===== src/rtl/ula_multiciclo.sv =====
// ula_multiciclo: multi-cycle ALU; single-cycle arithmetic/logic ops, shifts iterate SHIFT_STEP bits per cycle.
module ula_multiciclo #(
  parameter int WIDTH      = 32,
  parameter int SHIFT_STEP = 1
) (
  input  logic             clk,
  input  logic             rst,
  input  logic             start,
  input  logic [3:0]       ula_select,
  input  logic [WIDTH-1:0] a,
  input  logic [WIDTH-1:0] b,
  output logic [WIDTH-1:0] result,
  output logic             zero,
  output logic             invalid_op,
  output logic             busy,
  output logic             done
);
  localparam int LW = $clog2(WIDTH);
  typedef enum logic [1:0] {IDLE, SHIFT, DONE} state_t;
  state_t           state_q;
  logic [WIDTH-1:0] acc_q, acc_d, alu_d;
  logic [LW-1:0]    rem_q, step_d, shamt;
  logic [1:0]       kind_q, kind_d;
  logic             is_shift, valid, last;
  always_comb begin
    shamt    = b[LW-1:0];
    is_shift = ula_select == 4'b0011 || ula_select == 4'b0110 || ula_select == 4'b0111;
    valid    = ula_select inside {[4'd1:4'd12]};
    kind_d   = ula_select == 4'b0011 ? 2'd0 : ula_select == 4'b0110 ? 2'd1 : 2'd2;
    alu_d    = (ula_select == 4'b0001 || ula_select == 4'b1100) ? a + b :
               ula_select == 4'b0010 ? a - b :
               ula_select == 4'b0100 ? {{(WIDTH-1){1'b0}}, $signed(a) < $signed(b)} :
               ula_select == 4'b0101 ? {{(WIDTH-1){1'b0}}, a < b} :
               ula_select == 4'b1000 ? a ^ b :
               ula_select == 4'b1001 ? a | b :
               ula_select == 4'b1010 ? a & b :
               ula_select == 4'b1011 ? b :
               is_shift ? a : '0;
    // the final step may be shorter than SHIFT_STEP
    step_d   = rem_q < LW'(SHIFT_STEP) ? rem_q : LW'(SHIFT_STEP);
    last     = rem_q <= LW'(SHIFT_STEP);
    acc_d    = kind_q == 2'd0 ? acc_q << step_d :
               kind_q == 2'd1 ? acc_q >> step_d : WIDTH'($signed(acc_q) >>> step_d);
  end
  always_ff @(posedge clk or posedge rst) begin
    if (rst) begin
      state_q    <= IDLE;
      acc_q      <= '0;
      rem_q      <= '0;
      kind_q     <= 2'd0;
      result     <= '0;
      zero       <= 1'b1;
      invalid_op <= 1'b0;
      busy       <= 1'b0;
      done       <= 1'b0;
    end else begin
      done <= 1'b0;
      case (state_q)
        IDLE: if (start) begin
          if (valid && is_shift && shamt != '0) begin
            acc_q   <= a;
            rem_q   <= shamt;
            kind_q  <= kind_d;
            busy    <= 1'b1;
            state_q <= SHIFT;
          end else begin
            result     <= alu_d;
            zero       <= alu_d == '0;
            invalid_op <= !valid;
            done       <= 1'b1;
            state_q    <= DONE;
          end
        end
        SHIFT: begin
          acc_q <= acc_d;
          rem_q <= rem_q - step_d;
          if (last) begin
            result     <= acc_d;
            zero       <= acc_d == '0;
            invalid_op <= 1'b0;
            busy       <= 1'b0;
            done       <= 1'b1;
            state_q    <= DONE;
          end
        end
        DONE:    state_q <= IDLE;
        default: state_q <= IDLE;
      endcase
    end
  end
endmodule


===== config.mk =====
export PLATFORM = sky130hd
export DESIGN_NAME = ula_multiciclo
export DESIGN_NICKNAME = d
export VERILOG_FILES = /design/src/rtl/ula_multiciclo.sv
export SDC_FILE = /design/constraint.sdc
export NUM_CORES = 1
export LEC_CHECK = 0
export BUFFER_PORTS_ARGS = -buffer_cell sky130_fd_sc_hd__buf_2
export CAP_MARGIN = 20
export CORE_MARGIN = 3
export CORE_UTILIZATION = 52
export CTS_CLUSTER_SIZE = 25
export DETAILED_ROUTE_END_ITERATION = 12
export GPL_TIMING_DRIVEN = 1
export PLACE_DENSITY = 0.74
export REMOVE_ABC_BUFFERS = 1
export SYNTH_ARGS = -nofsm -noshare
export SYNTH_HDL_FRONTEND = slang
export SYNTH_SLANG_ARGS = --single-unit
export TNS_END_PERCENT = 50

===== constraint.sdc =====
create_clock -name clk -period 2.8 [get_ports clk]
set_input_delay 0.14 -clock clk [delete_from_list [all_inputs] [get_ports clk]]
set_output_delay 0.14 -clock clk [all_outputs]
set_load 0.01 [all_outputs]

# ---- After elaboration in Yosys (flattened, before gate mapping)
# Cells that the tools add are included.
dict set report totals {
  word_cells 103
  inputBits 71
  reg_bits 77
}
dict set report classes {
  add_sub_neg 3
  reduce_logical 18
  n_eq_ne 18
  n_shift 3
  n_lt_le_gt_ge 6
  n_mux 43
  bitwise 3
}
# cell n
set ops {}
lappend ops {{$mux 32} 16}
lappend ops {{$pmux 32 s2} 2}
lappend ops {{$logic_not 32->1} 2}
lappend ops {{$lt 32x32->1} 2}
lappend ops {{$add 32x32->32} 1}
lappend ops {{$and 32x32->32} 1}
lappend ops {{$or 32x32->32} 1}
lappend ops {{$shl 32x5->32} 1}
lappend ops {{$shr 32x5->32} 1}
lappend ops {{$sshr 32x5->32} 1}
lappend ops {{$sub 32x32->32} 1}
lappend ops {{$xor 32x32->32} 1}
lappend ops {{$eq 4x4->1 const B} 5}
lappend ops {{$eq 4x3->1 const B} 4}
lappend ops {{$mux 5} 3}
lappend ops {{$mux 1} 11}
lappend ops {{$mux 2} 5}
lappend ops {{$pmux 5 s2} 1}
lappend ops {{$eq 4x2->1 const B} 2}
lappend ops {{$ne 2x2->1 const B} 4}
lappend ops {{$pmux 1 s2} 4}
lappend ops {{$reduce_and 4->1} 2}
lappend ops {{$reduce_and 3->1} 2}
lappend ops {{$le 5x1->1 const B} 1}
lappend ops {{other kinds (14)} 20}

# ---- Logic depth before layout (Yosys ltp)
# Gate-level depths: netlist (run 1).
dict set report depth {
  word_depth 16
  depth_mapped 15
  depth_no_buf 15
}

# ---- Least setup slack after synthesis (run 1)
# OpenSTA, ideal clock, no wires.
dict set report synth_timing {
  path_type {in2reg}
  start {input port a[0]}
  end {register zero}
  n_path_buf 0
  stages 12
  t_arrival_ns 2.980
  setup_slack_ns -0.252
  required_ns 2.728
  path_cell_list {ha_1 fa_1 a211oi_4 nor4_1 o311ai_2 nand2_1 a221o_1 a221o_1 a221oi_2 and4_1 nand4b_1 o21ai_1}
}
dict set report synth_between {
  elab_chain_len 13
}
# element line
set synth_lines {}
lappend synth_lines {{start: declaration} 10} ;# input logic [WIDTH-1:0] a,
lappend synth_lines {{branches (longest 8 deep; another with $lt 32x32->1)} --}
lappend synth_lines {{$mux 32 (*)} 30} ;# alu_d = (ula_select == 4'b0001 || ula_select == 4'b1100) ? a + b :
lappend synth_lines {{$logic_not 32->1 (*)} 68} ;# zero <= alu_d == '0;
lappend synth_lines {{$mux 1 (*)} 60} ;# if (valid && is_shift && shamt != '0) begin
lappend synth_lines {{$mux 1 (*)} 59} ;# IDLE: if (start) begin
lappend synth_lines {{$pmux 1 s2 (*)} 58} ;# case (state_q)
lappend synth_lines {{end signal: assignment} 52} ;# zero <= 1'b1;
lappend synth_lines {{end signal: assignment} 68}
lappend synth_lines {{end signal: assignment} 79} ;# zero <= acc_d == '0;
lappend synth_lines {{end: declaration} 13} ;# output logic zero,
# Every way passes the cells marked *. The select of a mux whose other input is x is not followed.
# A chain may end at the register's enable or synchronous reset.

# ---- Worst setup path after layout (run 1)
# Same ends and word-level chain as after synthesis.

==> results of run 1 <==
worst max-delay path: stages:
cell and delay [ns]:
buf_8 0.11, ha_4 0.16, fa_2 0.38, a211oi_4 0.31, buf_6 0.17, or3_1 0.14
a31oi_1 0.09, o22ai_1 0.38, o211ai_1 0.15, a2bb2oi_1 0.17, nor4_2 0.27, buf_4 0.16
nand4_1 0.11, and4bb_2 0.39, nand4b_1 0.10, o21ai_1 0.15
path summary, 6_finish.rpt:
kind                       startpoint    endpoint  slack (ns)  depth (start not counted)
max                              a[0]        zero       -0.31                         16
min                             a[31]   acc_q[31]        0.13                          3
max reg2reg                  rem_q[4]        zero       -0.20                         10
min reg2reg                invalid_op  invalid_op        0.47                          2
max in group asynchronous         rst  result[10]        1.51                          4
min in group asynchronous         rst  state_q[0]        0.49                          3
per-stage QoR:
step	utilization, %	std cells	total power [mW]
floorplan	-	1376	4.57
global placement	71.8	2161	6.86
detailed placement	71.8	2161	7.00
CTS	76.3	2205	8.36
global route	78.3	2208	9.19
finish	78.3	2208	8.66
kinds of logic (layout without fill, tap and decap cells):
| family | count (synthesis) | after routing | synth area share (%) |
|---|---|---|---|
| multiplexers | 38 | 38 | 5.07 |
| buffers and inverters | 227 | 687 | 8.67 |
| AO/OA/AOI/OAI | 577 | 577 | 35.8 |
| flip-flops | 77 | 77 | 18.2 |
| XOR/XNOR | 4 | 4 | 0.332 |
| AND/OR/NAND/NOR | 460 | 460 | 19.9 |
| adder cells (fa/ha/maj) | 100 | 100 | 12.0 |
layer usage:
layer / track usage [%] / routed length, µm
met4: 17.1 / 2650
met2: 63.3 / 20500
met3: 7.86 / 5480
met5: 0 / 0
met1: 53.5 / 17800
final cells by class:
cell class | count | area [µm²]
Tap cell | 265 | 332
Fill cell | 1444 | 4280
Sequential cell | 77 | 1930
Multi-Input combinational cell | 1179 | 8410
Timing Repair Buffer | 551 | 4010
Clock buffer | 9 | 225
Inverter | 120 | 464
Clock inverter | 7 | 67.6
power breakdown:
| group | switching (mW) | internal (mW) | leakage [nW] |
|---|---|---|---|
| logic | 3.12 | 2.36 | 6.25 |
| registers | 0.403 | 1.60 | 0.956 |
| clock network | 0.560 | 0.622 | 0.133 |
state kept, by name, indices dropped and copies added, names as in the netlist:
register	flops
state_q	2
acc_q	32
busy	1
rem_q	5
result	32
done	1
zero	1
invalid_op	1
kind_q	2
repair_timing:
item                                    4_1_cts  5_1_grt
hold buffers                                  1        0
hold endpoints to repair                     44        0
gates resized for setup                      81       88
buffers inserted                             27        7
endpoints found under the setup margin       18       20
pin swaps                                    59       42
cells in the final DEF, fill, tap and decap left out, types with 20 or more instances in the layout:
| cell type | count |
|---|---|
| buf_2 | 98 |
| dfrtp_1 | 76 |
| inv_1 | 107 |
| mux2i_1 | 22 |
| o21ai_0 | 124 |
| buf_4 | 435 |
| a21oi_1 | 174 |
| nor3_1 | 22 |
| nand2_1 | 165 |
| nor2_1 | 129 |
| nand3_1 | 20 |
| ha_1 | 83 |
==> results.py, run 1 <==
metrics = {
    "status": {
        "status": "finished with violations",
        "violations": "negative setup slack",
    },
    "timing": {
        "setup_viol": 9,
        "rsz0062_at_grt": "true",
        "hold_viol_final": 0,
        "slew_violations": 0,
        "post-route-period-util_pct": 111,
        "fin_skew_ns": 0.00896,
        "setup_ws_ns": -0.307,
        "holdWs_ns": 0.127,
        "max-slew-margin-rel_pct": 43.2,
        "worst_pin_slew_ns": 0.852,
        "setup_tns_ns": -1.03,
        "finalCriticalPeriod_ns": 3.11,
        "fmax_mhz": 322,
    },
    "synthesis": {
        "yosysWarnings": 0,
        "synthArstFlopShare_pct": 100,
        "synth-edff-count": 0,
        "synthCells": 1483,
        "synth_top_area_cell": "dfrtp_1",
        "synth_area_leaders": "dfrtp_1, ha_1, a21oi_1, o21ai_0, nand2_1",
        "ys_ff_latch": 77,
        "syn_area_per_cell_um2": 7.13,
        "synth_top_area_share_pct": 18.0,
        "yosys_most_used_dff": "dfrtp_1",
        "synthDistinctLibCells": 99,
        "ys_seq_area_share_pct": 18.2,
        "synth_common_cells": "a21oi_1, nand2_1, o21ai_0",
        "synth_area_um2": 10600,
        "yosysMostFrequentCell": "a21oi_1",
    },
    "clocking": {
        "cts_sinks": 77,
        "cts.reportedPaths.clkPinSlew_ns": 0.07,
        "clock_path_buffers": 2,
        "root_buffer": "clkbuf_16",
        "insertion_delay_ns": 0.35,
        "htreeDepth": 3,
        "cts_tree": "built",
        "cts_buffers": 9,
    },
    "layout": {
        "antenna_cells": 0,
        "design_area_um2": 15400,
        "drive_gt1_share_pct": 37.1,
        "syn_to_final_growth_pct": 46.1,
        "fin_nets": 2109,
    },
    "place": {
        "dp_hpwl_um": 34900,
        "gp_congestion": 0.999,
        "numPortBuffers": 106,
        "dp_slack_ns": -0.905,
        "place_area_um2": 14200,
    },
    "die": {
        "die_area_um2": 22100,
        "ios": 107,
        "initial_utilization_pct": 53.6,
        "die_y_um": 149,
        "die_x_um": 149,
        "std_cell_rows": 51,
        "core_area_um2": 19700,
    },
    "setup_path": {
        "required_ns": 3.08,
        "crit_path_end_kind": "flip-flop",
        "start_kind": "primary input",
        "cp.arrival_ns": 3.39,
        "critPathMaxFanout": 4,
        "worst-setup-path-type": "primary input to flip-flop",
    },
    "route": {
        "routedWlPerCell_um": 21.1,
        "drt-total-wl_um": 46500,
        "first_pass_iters": 6,
        "routed-via-count": 14000,
        "drt_iter0_drc": 1716,
        "via_per_inst": 6.34,
        "drc_errors": 0,
        "drtAntennaViolNets": 0,
    },
    "global_route": {
        "antenna_found_initial": 1,
        "grt_pass1_wl_um": 70500,
        "grt_max_degree": 51,
        "grt_overflow_total": 0,
        "grtUsageTotal_pct": 40.0,
        "grt_pass1_vias": 13200,
    },
    "min_path": {
        "hp-class": "primary input to flip-flop",
    },
    "pwr": {
        "p_leak_nw": 7.34,
        "irDropWorstVdd_mv": 0.352,
        "p_per_area_nw_per_um2": 561,
    },
    "run": {
        "cap_violations": 0,
    },
}
Note: power is estimated with default switching activity, not from simulation.
==> inputs of run 2 (changes only) <==
Settings changed: ABC_AREA from default to 1, GPL_TIMING_DRIVEN 1 to default.
==> run 2 against run 1 <==
Area after synthesis up 5.6%. Critical endpoint unchanged. Setup slack better by 0.49 ns. Largest power group unchanged. Non-clock buffer count down 325. Routed wire length up 1.7%. Critical path depth down 2. Final cell count up 7.2%. Synthesized cell count up 31%. Hold slack better by 0.016 ns. Register-to-register slack better by 0.39 ns. Clock power about the same. The run now ends clean.
==> results.py, run 2 <==
metrics = {
    "place": {
        "numPortBuffers": 106,
        "dp_slack_ns": -0.0978,
        "gp_congestion": 1.04,
        "dp_hpwl_um": 38400,
    },
    "synthesis": {
        "synthCells": 1941,
        "synth_area_um2": 11200,
        "synthDistinctLibCells": 49,
        "synth_area_leaders": "nand2_1, dfrtp_1, ha_1, inv_1, nand3_1",
        "synthArstFlopShare_pct": 100,
        "yosysWarnings": 0,
        "yosys_most_used_dff": "dfrtp_1",
        "ys_ff_latch": 77,
        "synth_top_area_cell": "nand2_1",
        "syn_area_per_cell_um2": 5.75,
        "yosysMostFrequentCell": "nand2_1",
        "synth_common_cells": "nand2_1, inv_1, nor2_1",
        "synth-edff-count": 0,
        "synth_top_area_share_pct": 19.6,
        "ys_seq_area_share_pct": 17.3,
    },
    "pwr": {
        "switching_share_pct": 52.2,
        "irDropWorstVdd_mv": 0.443,
        "p_total_mw": 8.62,
        "power.share.clock_pct": 13.8,
        "seqPwrFrac_pct": 24.5,
        "p_per_area_nw_per_um2": 671,
        "internal_power_mw": 4.12,
        "combPwrFrac_pct": 61.8,
        "p_sw_mw": 4.50,
        "p_leak_nw": 7.00,
    },
    "timing": {
        "setup_viol": 0,
        "fmax_mhz": 383,
        "hold_viol_final": 0,
        "rsz0062_at_grt": "false",
        "worst_pin_slew_ns": 0.832,
        "setup_ws_ns": 0.187,
        "post-route-period-util_pct": 93.3,
        "finalCriticalPeriod_ns": 2.61,
        "slew_violations": 0,
        "max-slew-margin-rel_pct": 44.5,
        "fin_skew_ns": 0.00799,
        "holdWs_ns": 0.143,
        "setup_tns_ns": 0,
    },
    "layout": {
        "antenna_cells": 0,
        "final_util_pct": 62.1,
        "syn_to_final_growth_pct": 15.1,
        "final_common_cell": "nand2_1",
        "top_regs": "acc_q (32), result (32), rem_q (5)",
        "drive_gt1_share_pct": 13.7,
        "fin_nets": 2264,
        "final_cell_mix": "nand2_1, inv_1, nor2_1, nand3_1, buf_4",
        "nFillCells": 2085,
    },
    "route": {
        "drt_iter0_drc": 1817,
        "routed-via-count": 13900,
        "drtAntennaViolNets": 0,
        "routedWlPerCell_um": 20.0,
        "first_pass_iters": 8,
        "via_per_inst": 5.87,
        "drt-total-wl_um": 47300,
        "drc_errors": 0,
    },
    "min_path": {
        "hp-class": "primary input to flip-flop",
    },
    "setup_path": {
        "cp-endpoint": "zero",
        "reg2regPathDepth": 14,
        "crit_path_end_kind": "flip-flop",
        "critPathMaxFanout": 40,
        "r2r_start": "rem_q[1]",
        "required_ns": 3.09,
        "start_kind": "flip-flop",
        "cp.arrival_ns": 2.90,
        "r2r-end": "zero",
        "reg2reg_slack_ns": 0.19,
        "crit_start": "rem_q[1]",
        "worst-setup-path-type": "flip-flop to flip-flop",
    },
    "global_route": {
        "grt_pass1_wl_um": 72200,
        "grtUsageTotal_pct": 39.1,
        "grt_overflow_total": 0,
        "grt_pass1_vias": 12900,
        "antenna_found_initial": 0,
        "grt_max_degree": 48,
    },
    "die": {
        "ios": 107,
        "die_x_um": 153,
        "std_cell_rows": 52,
        "initial_utilization_pct": 54.0,
        "core_area_um2": 20700,
        "die_area_um2": 23300,
        "die_y_um": 153,
    },
    "clocking": {
        "cts.reportedPaths.clkPinSlew_ns": 0.07,
        "cts_sinks": 77,
        "htreeDepth": 3,
        "insertion_delay_ns": 0.35,
        "cts_buffers": 9,
        "postCtsSetupRepairBufs": 0,
        "cts_tree": "built",
        "root_buffer": "clkbuf_16",
        "clock_path_buffers": 2,
    },
    "run": {
        "cap_violations": 0,
    },
    "status": {
        "status": "finished clean",
    },
}
## run 2: cells by family after synthesis
| logic type | Yosys count | share of synthesized area, % |
|---|---|---|
| compound gates | 362 | 19.2 |
| buf+inv | 398 | 14.7 |
| xor+xnor | 6 | 0.471 |
| flops | 77 | 17.3 |
| simple gates | 998 | 37.0 |
| fa+ha+maj | 100 | 11.3 |
## run 2: area by class of cell
type | instances | area [µm²] | share of cell area (%)
Tap cell | 270 | 338 | 2.63
Clock inverter | 7 | 65.1 | 0.506
Sequential cell | 77 | 1930 | 15.0
Timing Repair Buffer | 226 | 1500 | 11.6
Inverter | 313 | 1180 | 9.15
Clock buffer | 9 | 225 | 1.75
Multi-Input combinational cell | 1466 | 7620 | 59.3
## run 2: worst min path at each step
stage / endpoint / startpoint / cells after the start
floorplan: acc_q[0] / a[0] / 2
global placement: acc_q[28] / rst / 2
detailed placement: acc_q[28] / rst / 2
CTS: acc_q[0] / a[0] / 3
global route: acc_q[0] / a[0] / 3
finish: acc_q[0] / a[0] / 3
## run 2: timing repair
action	4_1_cts	5_1_grt
hold buffers	1	0
setup endpoints to repair	0	2
hold endpoints to repair	44	0
gates resized for setup	0	2
## run 2: per-layer routing
metal,track usage (%),vias to the layer above,routed length [µm]
li1,-,6564,-
met4,15.6,0,2090
met3,6.42,138,5180
met5,0,-,0
met1,53.5,6382,19300
met2,61.7,813,20700
## run 2: through the flow
stage               cells  instance area, µm²
floorplan            1856               10700
global placement     2351               12500
detailed placement   2351               12500
CTS                  2368               12800
global route         2368               12800
finish               2368               12800
## run 2: critical path, stage by stage, from the launching register on
cell     delay, ns
dfrtp_1       0.40
nor2_2        0.16
nand3_1       0.21
inv_2         0.13
nand2_2       0.24
buf_12        0.26
nand3_1       0.07
o21ai_0       0.08
a31oi_1       0.30
nand2_1       0.09
nor3_1        0.14
nand3_1       0.13
nor2_1        0.12
nor2_1        0.07
a21oi_2       0.14
## run 2: power groups by stage
stage / Combinational (mW) / Sequential [mW] / Clock [mW]
floorplan: 3.09 / 2.12 / 0
global placement: 5.06 / 2.09 / 0
detailed placement: 5.16 / 2.11 / 0
CTS: 5.19 / 2.09 / 1.18
global route: 5.80 / 2.17 / 1.23
finish: 5.32 / 2.11 / 1.19
==> inputs of run 3 (changes only) <==
Settings changed: CORE_ASPECT_RATIO from default to 1.2, GPL_TIMING_DRIVEN from default to 0.
==> run 3 against run 2 <==
Clock skew grew 0.00064 ns. Power shrank 1.5%. Routed wire length is 8.7% lower. Utilization shrank 3.9 points. Sequential power is essentially flat. Combinational power is 2% lower. Largest cell class unchanged.
==> results.py, run 3 (synthesized netlist as in run 2, its figures left out) <==
metrics = {
    "clocking": {
        "cts_tree": "built",
        "clock_path_buffers": 2,
        "cts_sinks": 77,
        "cts.reportedPaths.clkPinSlew_ns": 0.07,
        "root_buffer": "clkbuf_16",
        "htreeDepth": 3,
        "cts_buffers": 9,
        "insertion_delay_ns": 0.35,
    },
    "timing": {
        "rsz0062_at_grt": "true",
        "worst_pin_slew_ns": 0.985,
        "setup_ws_ns": 0.0761,
        "fmax_mhz": 367,
        "setup_viol": 0,
        "post-route-period-util_pct": 97.3,
        "hold_viol_final": 0,
        "max-slew-margin-rel_pct": 34.2,
        "slew_violations": 0,
        "fin_skew_ns": 0.00863,
        "finalCriticalPeriod_ns": 2.72,
    },
    "setup_path": {
        "crit_path_end_kind": "flip-flop",
        "required_ns": 3.08,
        "crit_start": "b[4]",
        "cp.arrival_ns": 3.01,
        "r2r_start": "rem_q[1]",
        "worst-setup-path-type": "primary input to flip-flop",
        "start_kind": "primary input",
        "critPathMaxFanout": 7,
    },
    "route": {
        "first_pass_iters": 6,
        "drt_iter0_drc": 1280,
        "drt-total-wl_um": 43200,
        "routed-via-count": 13200,
        "drtAntennaViolNets": 0,
        "routedWlPerCell_um": 19.1,
        "drc_errors": 0,
        "via_per_inst": 5.83,
    },
    "global_route": {
        "grtUsageTotal_pct": 35.9,
        "grt_pass1_wl_um": 66600,
        "grt_pass1_vias": 12300,
        "antenna_found_initial": 0,
        "grt_overflow_total": 0,
        "grt_max_degree": 63,
    },
    "place": {
        "gp_congestion": 0.998,
        "numPortBuffers": 106,
        "place_inst": 2242,
        "dp_hpwl_um": 34200,
        "dp_slack_ns": -0.356,
    },
    "die": {
        "ios": 107,
        "initial_utilization_pct": 53.0,
        "die_x_um": 140,
        "core_area_um2": 21000,
        "die_y_um": 167,
        "die_area_um2": 23300,
        "std_cell_rows": 58,
    },
    "layout": {
        "syn_to_final_growth_pct": 9.65,
        "fin_nets": 2159,
        "drive_gt1_share_pct": 9.63,
        "final_cell_mix": "nand2_1, inv_1, nor2_1, nand3_1, o21ai_0",
        "antenna_cells": 0,
        "top_regs": "acc_q (32), result (32), rem_q (5)",
        "final_common_cell": "nand2_1",
        "fin_cells": 2263,
        "nFillCells": 2195,
    },
    "pwr": {
        "internal_power_mw": 4.11,
        "seqPwrFrac_pct": 24.8,
        "switching_share_pct": 51.5,
        "combPwrFrac_pct": 61.4,
        "irDropWorstVdd_mv": 0.739,
        "p_leak_nw": 6.54,
        "p_sw_mw": 4.37,
        "p_total_mw": 8.48,
        "power.share.clock_pct": 13.8,
        "p_per_area_nw_per_um2": 693,
    },
    "min_path": {
        "hold_start": "a[0]",
        "hp-class": "primary input to flip-flop",
    },
    "status": {
        "status": "finished clean",
    },
    "run": {
        "cap_violations": 0,
    },
}
-- run 3: cell count changes in the layout (fill, tap and decap cells not counted), moves of 3 or more --
cell,change
buf_4,-112
buf_16,+8
buf_12,-4
ha_2,+4
inv_6,+3
inv_1,-3
ha_1,-4
-- run 3: routing by layer --
layer / up-vias / wire (µm) / global-route usage (%)
met1: 6085 / 17600 / 46.6
met2: 621 / 19800 / 59.3
li1: 6356 / - / -
met4: 0 / 2220 / 16.6
met3: 141 / 3470 / 4.51
met5: - / 0 / 0
-- run 3: cell type report --
class / count / area, µm² / area share (%)
repair buffers: 120 / 826 / 6.75
flip-flops and latches: 77 / 1930 / 15.8
clock inverters: 6 / 51.3 / 0.419
well taps: 270 / 338 / 2.76
clock buffers: 10 / 239 / 1.95
inverters: 313 / 1190 / 9.74
repair inverters: 1 / 5.00 / 0.0409
multi-input cells: 1466 / 7660 / 62.6
-- run 3: worst paths after layout --
kind / endpoint / slack, ns / cells after the start
max: zero / 0.08 / 19
min: acc_q[0] / 0.15 / 3
max reg2reg: zero / 0.11 / 12
min reg2reg: invalid_op / 0.49 / 2
max in group asynchronous: zero / 1.81 / 4
min in group asynchronous: result[28] / 0.36 / 3
-- run 3: power groups by stage --
stage / combinational, mW / sequential (mW) / clock (mW)
after floorplan: 3.09 / 2.12 / 0
after detailed placement: 5.02 / 2.10 / 0
after global placement: 4.63 / 2.07 / 0
final: 5.21 / 2.10 / 1.17
after CTS: 5.09 / 2.09 / 1.17
after global routing: 5.74 / 2.16 / 1.21
-- run 3: stage by stage --
step	util, %	hold WS (ns)	instance area [µm²]	setup TNS, ns
5_1_grt	58.2	0.162	12200	-0.0827
2_1_floorplan	-	0.313	10700	-131.32
6_report	58.2	0.152	12200	0
3_5_place_dp	56.3	0.200	11900	-2.44
4_1_cts	57.9	0.140	12200	0
3_3_place_gp	54.9	0.463	11600	-340.28
-- run 3: timing repair --
action / in CTS / in global routing
gates cloned: 1 / 0
hold buffers: 1 / 0
endpoints found under the setup margin: 3 / 17
gates resized for setup: 4 / 13
pin swaps: 1 / 1
endpoints found under the hold margin: 33 / 0
setup buffers: 1 / 1
-- run 3: worst max-delay path: stages --
cell,delay [ns]
buf_2,0.14
inv_1,0.10
ha_2,0.42
inv_2,0.09
nand2_1,0.06
nand2_1,0.09
inv_1,0.07
nand3_1,0.23
nand2_1,0.17
nand3_1,0.25
nand2_1,0.18
nand3_1,0.09
nand3_1,0.11
nand3_1,0.22
nor2_1,0.15
nand3_1,0.11
nor2_1,0.10
nand3_1,0.13
a21oi_2,0.14
